**config.mk**
```make
export PLATFORM = sky130hd
export DESIGN_NAME = mem_port_arbiter
export DESIGN_NICKNAME = d
export VERILOG_FILES = /design/src/rtl/mem_port_arbiter.sv
export SDC_FILE = /design/constraint.sdc
export NUM_CORES = 1
export LEC_CHECK = 0
export ABC_AREA = 1
export CORE_AREA = 2 2 109 111
export DETAILED_ROUTE_END_ITERATION = 7
export DIE_AREA = 0 0 111 113
export GPL_ROUTABILITY_DRIVEN = 0
export PLACE_DENSITY = 0.75
export SETUP_SLACK_MARGIN = 0.3
export SYNTH_ARGS = -nofsm -noshare
export SYNTH_HDL_FRONTEND = slang
export SYNTH_SLANG_ARGS = --single-unit
```
**constraint.sdc**
```tcl
create_clock -name clk -period 1.81 [get_ports clk]
set_clock_uncertainty 0.1 [all_clocks]
set_input_delay 0.362 -clock clk [delete_from_list [all_inputs] [get_ports clk]]
set_output_delay 0.362 -clock clk [all_outputs]
set_load 0.01 [all_outputs]
```
**src/rtl/mem_port_arbiter.sv**
```systemverilog
// Arbitrates one single-port synchronous-read RAM between the IF and MEM ports,
// and routes each read response back to the port that issued it.
module mem_port_arbiter #(
    parameter int unsigned ADDR_W       = 32,
    parameter int unsigned STARVE_LIMIT = 4
) (
    input  logic              clk,
    input  logic              resetn,
    input  logic              if_req,
    input  logic [ADDR_W-1:0] if_addr,
    input  logic              if_cancel,
    output logic              if_gnt,
    output logic              if_rvalid,
    output logic [31:0]       if_rdata,
    input  logic              mem_req,
    input  logic [ADDR_W-1:0] mem_addr,
    input  logic [3:0]        mem_wen,
    input  logic [31:0]       mem_wdata,
    output logic              mem_gnt,
    output logic              mem_rvalid,
    output logic [31:0]       mem_rdata,
    output logic              ram_en,
    output logic [ADDR_W-1:0] ram_addr,
    output logic [3:0]        ram_wen,
    output logic [31:0]       ram_wdata,
    input  logic [31:0]       ram_rdata,
    output logic [2:0]        starve_cnt_o
);

    localparam int unsigned CNT_W = 3;
    localparam logic [CNT_W-1:0] LIMIT = CNT_W'(STARVE_LIMIT);

    typedef enum logic [1:0] {
        IDLE     = 2'd0,
        RESP_IF  = 2'd1,
        RESP_MEM = 2'd2
    } state_e;

    state_e            state_q, state_d;
    logic [CNT_W-1:0]  starve_q, starve_d;
    logic [31:0]       if_hold_q, if_hold_d;
    logic [31:0]       mem_hold_q, mem_hold_d;
    logic              starve_hit;

    assign starve_hit   = (STARVE_LIMIT != 0) && (starve_q == LIMIT);
    assign starve_cnt_o = starve_q;

    // Grant selection and RAM drive from the winner
    always_comb begin
        if_gnt    = if_req && (!mem_req || starve_hit);
        mem_gnt   = mem_req && !if_gnt;
        ram_en    = 1'b0;
        ram_addr  = '0;
        ram_wen   = '0;
        ram_wdata = '0;
        if (if_gnt) begin
            ram_en   = 1'b1;
            ram_addr = if_addr;
        end else if (mem_gnt) begin
            ram_en    = 1'b1;
            ram_addr  = mem_addr;
            ram_wen   = mem_wen;
            ram_wdata = mem_wdata;
        end
    end

    // Counts consecutive denied IF cycles, saturating at the limit
    always_comb begin
        starve_d = '0;
        if (if_req && !if_gnt) begin
            starve_d = (starve_q == LIMIT) ? starve_q : starve_q + CNT_W'(1);
        end
    end

    always_ff @(posedge clk or negedge resetn) begin
        if (!resetn) begin
            state_q    <= IDLE;
            starve_q   <= '0;
            if_hold_q  <= '0;
            mem_hold_q <= '0;
        end else begin
            state_q    <= state_d;
            starve_q   <= starve_d;
            if_hold_q  <= if_hold_d;
            mem_hold_q <= mem_hold_d;
        end
    end

    // Records which port owns the read that returns next cycle
    always_comb begin
        state_d = IDLE;
        if (if_gnt) begin
            state_d = RESP_IF;
        end else if (mem_gnt && (mem_wen == 4'b0000)) begin
            state_d = RESP_MEM;
        end
    end

    // A cancelled fetch leaves both the IF output and its hold register untouched
    always_comb begin
        if_rvalid  = 1'b0;
        if_rdata   = if_hold_q;
        if_hold_d  = if_hold_q;
        mem_rvalid = 1'b0;
        mem_rdata  = mem_hold_q;
        mem_hold_d = mem_hold_q;
        unique case (state_q)
            RESP_IF: begin
                if (!if_cancel) begin
                    if_rvalid = 1'b1;
                    if_rdata  = ram_rdata;
                    if_hold_d = ram_rdata;
                end
            end
            RESP_MEM: begin
                mem_rvalid = 1'b1;
                mem_rdata  = ram_rdata;
                mem_hold_d = ram_rdata;
            end
            default: ;
        endcase
    end

endmodule

```
# Word-level counts from Yosys, hierarchy flattened
# Index checks and enable logic that the tools add are counted.
# classes
n_reduce_logical,8
muxes,18
eq_ne,4
n_addsub,1
# ops
cell,count
$mux W32,7
$mux W4,2
$mux W3,2
$mux W1,5
$logic_and A1 B1 Y1,4
$logic_not A4 Y1,1
$mux W2,2
$add A3 B1 Y3 const B,1
$eq A3 B3 Y1 const B,1
$eq A2 B1 Y1 const B,1
$eq A2 B2 Y1 const B,1
$logic_not A1 Y1,2
$ne A2 B2 Y1 const B,1
$logic_or A1 B1 Y1,1
# word_totals
in_bits,137
elab_cells,35
ff_bits,69
out_inout_bits,140

# Depth between registers and ports, before layout
# depth
word_depth,8
depth_mapped,9
ltp_nobuf,7

# Worst setup path before layout
# No wires, ideal clock.
# synth_timing
kind,register to output
from,"register starve_q[0], in the netlist starve_cnt_o[0]"
to,output ram_wdata[12]
path_slack_ns,-0.024
path_buffers,2
arrival_time_ns,1.372
stages_incl_launch_ff,10
t_required_ns,1.348
path_cell_list,dfrtp_1 > inv_1 > ha_1 > nand2_1 > nand2_4 > nand2_4 > nand2_1 > buf_6 > buf_6 > nor2_2
# synth_via
elab_chain_len,7
# synth_rtl
item,line,text
"start, declared",40,"logic [CNT_W-1:0] starve_q, starve_d;"
"start signal, assigned",83,starve_q <= starve_d;
$eq A3 B3 Y1 *,45,assign starve_hit = (STARVE_LIMIT != 0) && (starve_q == LIMIT);
$logic_or A1 B1 Y1 *,50,if_gnt = if_req && (!mem_req || starve_hit);
$logic_and A1 B1 Y1 *,50,
$logic_not A1 Y1,51,mem_gnt = mem_req && !if_gnt;
$logic_and A1 B1 Y1,51,
$mux W32,59,end else if (mem_gnt) begin
$mux W32 *,56,if (if_gnt) begin
"end, declared",25,"output logic [31:0] ram_wdata,"
# Every way passes the cells marked *; elsewhere a longest branch is shown, timed or not.

# Worst setup path in the final report
# layout_timing
from,"register starve_q[1], in the netlist starve_cnt_o[1]"
to,output ram_addr[11]
# layout_via
elab_chain_len,7
# layout_rtl
item,line,text
$eq A3 B3 Y1 *,45,
$logic_or A1 B1 Y1 *,50,
$logic_and A1 B1 Y1 *,50,
$logic_not A1 Y1,51,
$logic_and A1 B1 Y1,51,
$mux W32,59,
$mux W32 *,56,
"end, declared",23,"output logic [ADDR_W-1:0] ram_addr,"
# Marks and branches as above.

==> results by group <==
Run status
  – Run status: finished, violations left
  – Failing checks: setup timing

Timing
  – Transition time at the pin with the least slew margin: 585 ps
  – Worst max-slew margin expressed relative to the limit: 0.610
  – Total negative setup slack: -57750 ps
  – Worst hold slack after final layout: between 300 and 400 ps
  – Final Cycle Share: 1.31
  – Max Transition Viols Final: 0
  – Worst-case setup margin in the final layout: -564 ps
  – Number of endpoints failing setup at the final stage: approximately 140
  – Count of endpoints failing hold in the final timing report: 0
  – Unrepaired setup endpoints after global routing: true
  – Post-route minimum period: 2370 ps
  – Peak clock frequency supported by timing: between 0.4 and 0.5 GHz

Routing
  – Vias per Instance: 5.25
  – Final Routed Wirelength: 25600 um
  – Number of DRC markers after the initial detailed-route iteration: ~340
  – Post-detailed-route DRC marker count: 0
  – WL per Instance: 25.8 um
  – Detailed Routing Iterations Pass 1: 5
  – Count of vias placed by the detailed router: ~5200
  – Antenna-violating nets left: 0

Clock network
  – Maximum number of buffers from clock root to sink: 2
  – Number of buffers added by the clock tree synthesis step: 9
  – Number of clock sinks: 69
  – CTS clk-pin slew, worst paths: 60 ps
  – CTS H-tree lvls: 3
  – Root Driver: sky130_fd_sc_hd__clkbuf_16
  – Clock tree from TritonCTS: done
  – Worst skew pair latency: about 340 ps

Place
  – Number of port buffers: 276
  – Detailed placer's ending HPWL: ~12000 um

Global routing
  – Number of global-route vias before repair: a little over 5000
  – Antenna violations before repair: 0
  – Gr usage total: 0.299
  – Pin count of the biggest net entering global routing: 43
  – Global route total overflow: 0
  – Global-route wire length before repair: roughly 29000 um

Power
  – Cell leakage power: 4.86 nW
  – Max VDD drop: approximately 0.66 mV
  – Power density of the placed cells: ~740 mW/mm^2

Synthesis
  – #FFs+latches synth: between 60 and 70
  – Sequential element share of the synthesized area: 0.502
  – Gate Count Post-Synth: between 400 and 500
  – Post-synthesis instance area: approximately 0.0034 mm^2
  – Mean cell area of the mapped netlist: approximately 7.7 um^2
  – Yosys warning count: 0
  – Mapped Nets: around 590
  – Unique cell type count in the Yosys netlist: 22

Floorplanning
  – Core Region: ~0.011 mm^2
  – Number of top-level design ports: 277
  – Initial core utilization: 0.305
  – Floorplan die area: roughly 0.013 mm^2
  – Die H: between 100 and 150 um
  – Die extent in x: around 110 um
  – FP Rows: 39

Layout
  – Area growth from synthesis to layout: 198%
  – Nets@finish: about 990
  – Top library cells by usage in the layout, fill and taps aside: sky130_fd_sc_hd__buf_6 (160), sky130_fd_sc_hd__clkdlybuf4s50_1 (132), sky130_fd_sc_hd__inv_1 (70)
  – Fraction of final layout cells sized beyond drive strength 1: 0.631
  – Most common cell after layout, fill and taps aside: sky130_fd_sc_hd__buf_6
  – Diode count: 0

Setup path
  – Largest fanout on the critical path: 5
  – Data required time of the worst path: approximately 1400 ps
  – Most numerous cell on the critical path: sky130_fd_sc_hd__nand2_4
  – CP max stage delay: ~400 ps
  – Worst Setup End Kind: output port
  – Type of the worst setup path: reg -> out
  – Slowest cell on the critical path: sky130_fd_sc_hd__dfrtp_1
  – CP startpoint kind: flip-flop
  – Sequence of cells on the critical path: inv_2 > ha_4 > nand2_4 > nand2_4 > nand2_8 > buf_12 > clkbuf_16 > nand3_1 > nand2_1 > buf_2
  – Worst endpoint data arrival time: 1910 ps

Min path
  – Type of the worst min-delay path: reg -> reg

Run
  – Number of max-capacitance violations reported: 0
## cells by family (layout without fill, tap and decap cells)
logic type,after synthesis,count (layout),synth area share
adders and majority gates,2,2,0.00727
AOI/OAI and AO/OA,65,65,0.0957
xor gates and xnor gates,1,1,0.00255
and+or+nand+nor,209,209,0.262
buffers and inverters,103,505,0.131
DFF,69,69,0.502
## where the power goes
group	switching, mW	internal, mW
clock	0.743	1.11
sequential	0.256	1.85
combinational	1.64	1.94
total	2.64	4.90
## worst max-delay path: cells and delay by family (launching register included)
| kind | cells | cell delay (ps) |
|---|---|---|
| simple gates | 5 | 480 |
| flops | 1 | 400 |
| fa+ha+maj | 1 | 170 |
| buf+inv | 4 | 530 |
## layer usage
metal  global-route usage  routed length [um]  vias to the layer above
met5                    0                   0                        -
met4                0.113                1750                        0
met3               0.0546                1530                      121
met2                0.568               13600                      341
met1                0.333                8810                     2587
li1                     -                   -                     2174
## cells in the mapped netlist
library cell,number,share of area
sky130_fd_sc_hd__dfrtp_1,69,0.50
sky130_fd_sc_hd__buf_6,4,0.013
sky130_fd_sc_hd__buf_2,11,0.016
sky130_fd_sc_hd__o21ai_0,50,0.073
sky130_fd_sc_hd__xnor2_1,1,0.0025
sky130_fd_sc_hd__ha_1,2,0.0073
sky130_fd_sc_hd__buf_1,3,0.0033
sky130_fd_sc_hd__nand3_1,32,0.047
sky130_fd_sc_hd__nand2_4,2,0.0065
sky130_fd_sc_hd__or2_2,1,0.0018
sky130_fd_sc_hd__nand2_1,131,0.14
sky130_fd_sc_hd__a21oi_2,1,0.0025
sky130_fd_sc_hd__or2_1,1,0.0018
sky130_fd_sc_hd__nor2_2,19,0.035
sky130_fd_sc_hd__nand4_1,1,0.0018
sky130_fd_sc_hd__nor2_1,19,0.021
sky130_fd_sc_hd__o21ai_1,14,0.020
sky130_fd_sc_hd__nor3_1,2,0.0029
sky130_fd_sc_hd__nor3b_1,1,0.0022
sky130_fd_sc_hd__buf_4,5,0.011
sky130_fd_sc_hd__inv_1,75,0.082
sky130_fd_sc_hd__clkbuf_1,5,0.0055
## final timing paths
check                                      from             end  slack (ps)  cells past startpoint
worst max-delay path            starve_cnt_o[1]    ram_addr[11]        -560                     10
worst min-delay path              mem_hold_q[7]   mem_hold_q[7]         400                      2
worst max register to register       state_q[1]  mem_hold_q[15]          80                      8
worst min register to register    mem_hold_q[7]   mem_hold_q[7]         400                      2
max in group asynchronous                resetn   if_hold_q[29]         640                      3
min in group asynchronous                resetn   if_hold_q[12]         480                      3
## layout make-up
type / instances / area (um^2)
fill: 379 / 1030
timing repair buffer: 414 / 4810
multi-input combinational: 277 / 2940
sequential: 69 / 1730
tap: 143 / 179
clock inverter: 6 / 70.1
clock buffer: 10 / 239
inverter: 75 / 289
## flip-flops by register name, indices dropped and copies added (netlist names)
signal / flops
mem_hold_q: 32
state_q: 2
starve_cnt_o: 3
if_hold_q: 32
## through the flow
stage / cell area (um^2) / util / cells / setup WS [ps] / total power, mW
2_1_floorplan: 3920 / - / 449 / 26.9 / 2.92
3_3_place_gp: 7060 / 0.626 / 884 / -850 / 4.31
3_5_place_dp: 7060 / 0.626 / 884 / -910 / 4.37
4_1_cts: 8860 / 0.786 / 963 / -400 / 6.55
5_1_grt: 10200 / 0.909 / 994 / -580 / 7.78
6_report: 10200 / 0.909 / 994 / -564 / 7.55
## what timing repair did
item,CTS,global route
hold buffers,1,0
hold endpoints to repair,27,0
pin swaps,18,43
gates resized for setup,864,217
setup endpoints to repair,141,164
setup buffers,44,25
cloned,18,6
No activity file was read; power rests on OpenSTA's default activity.
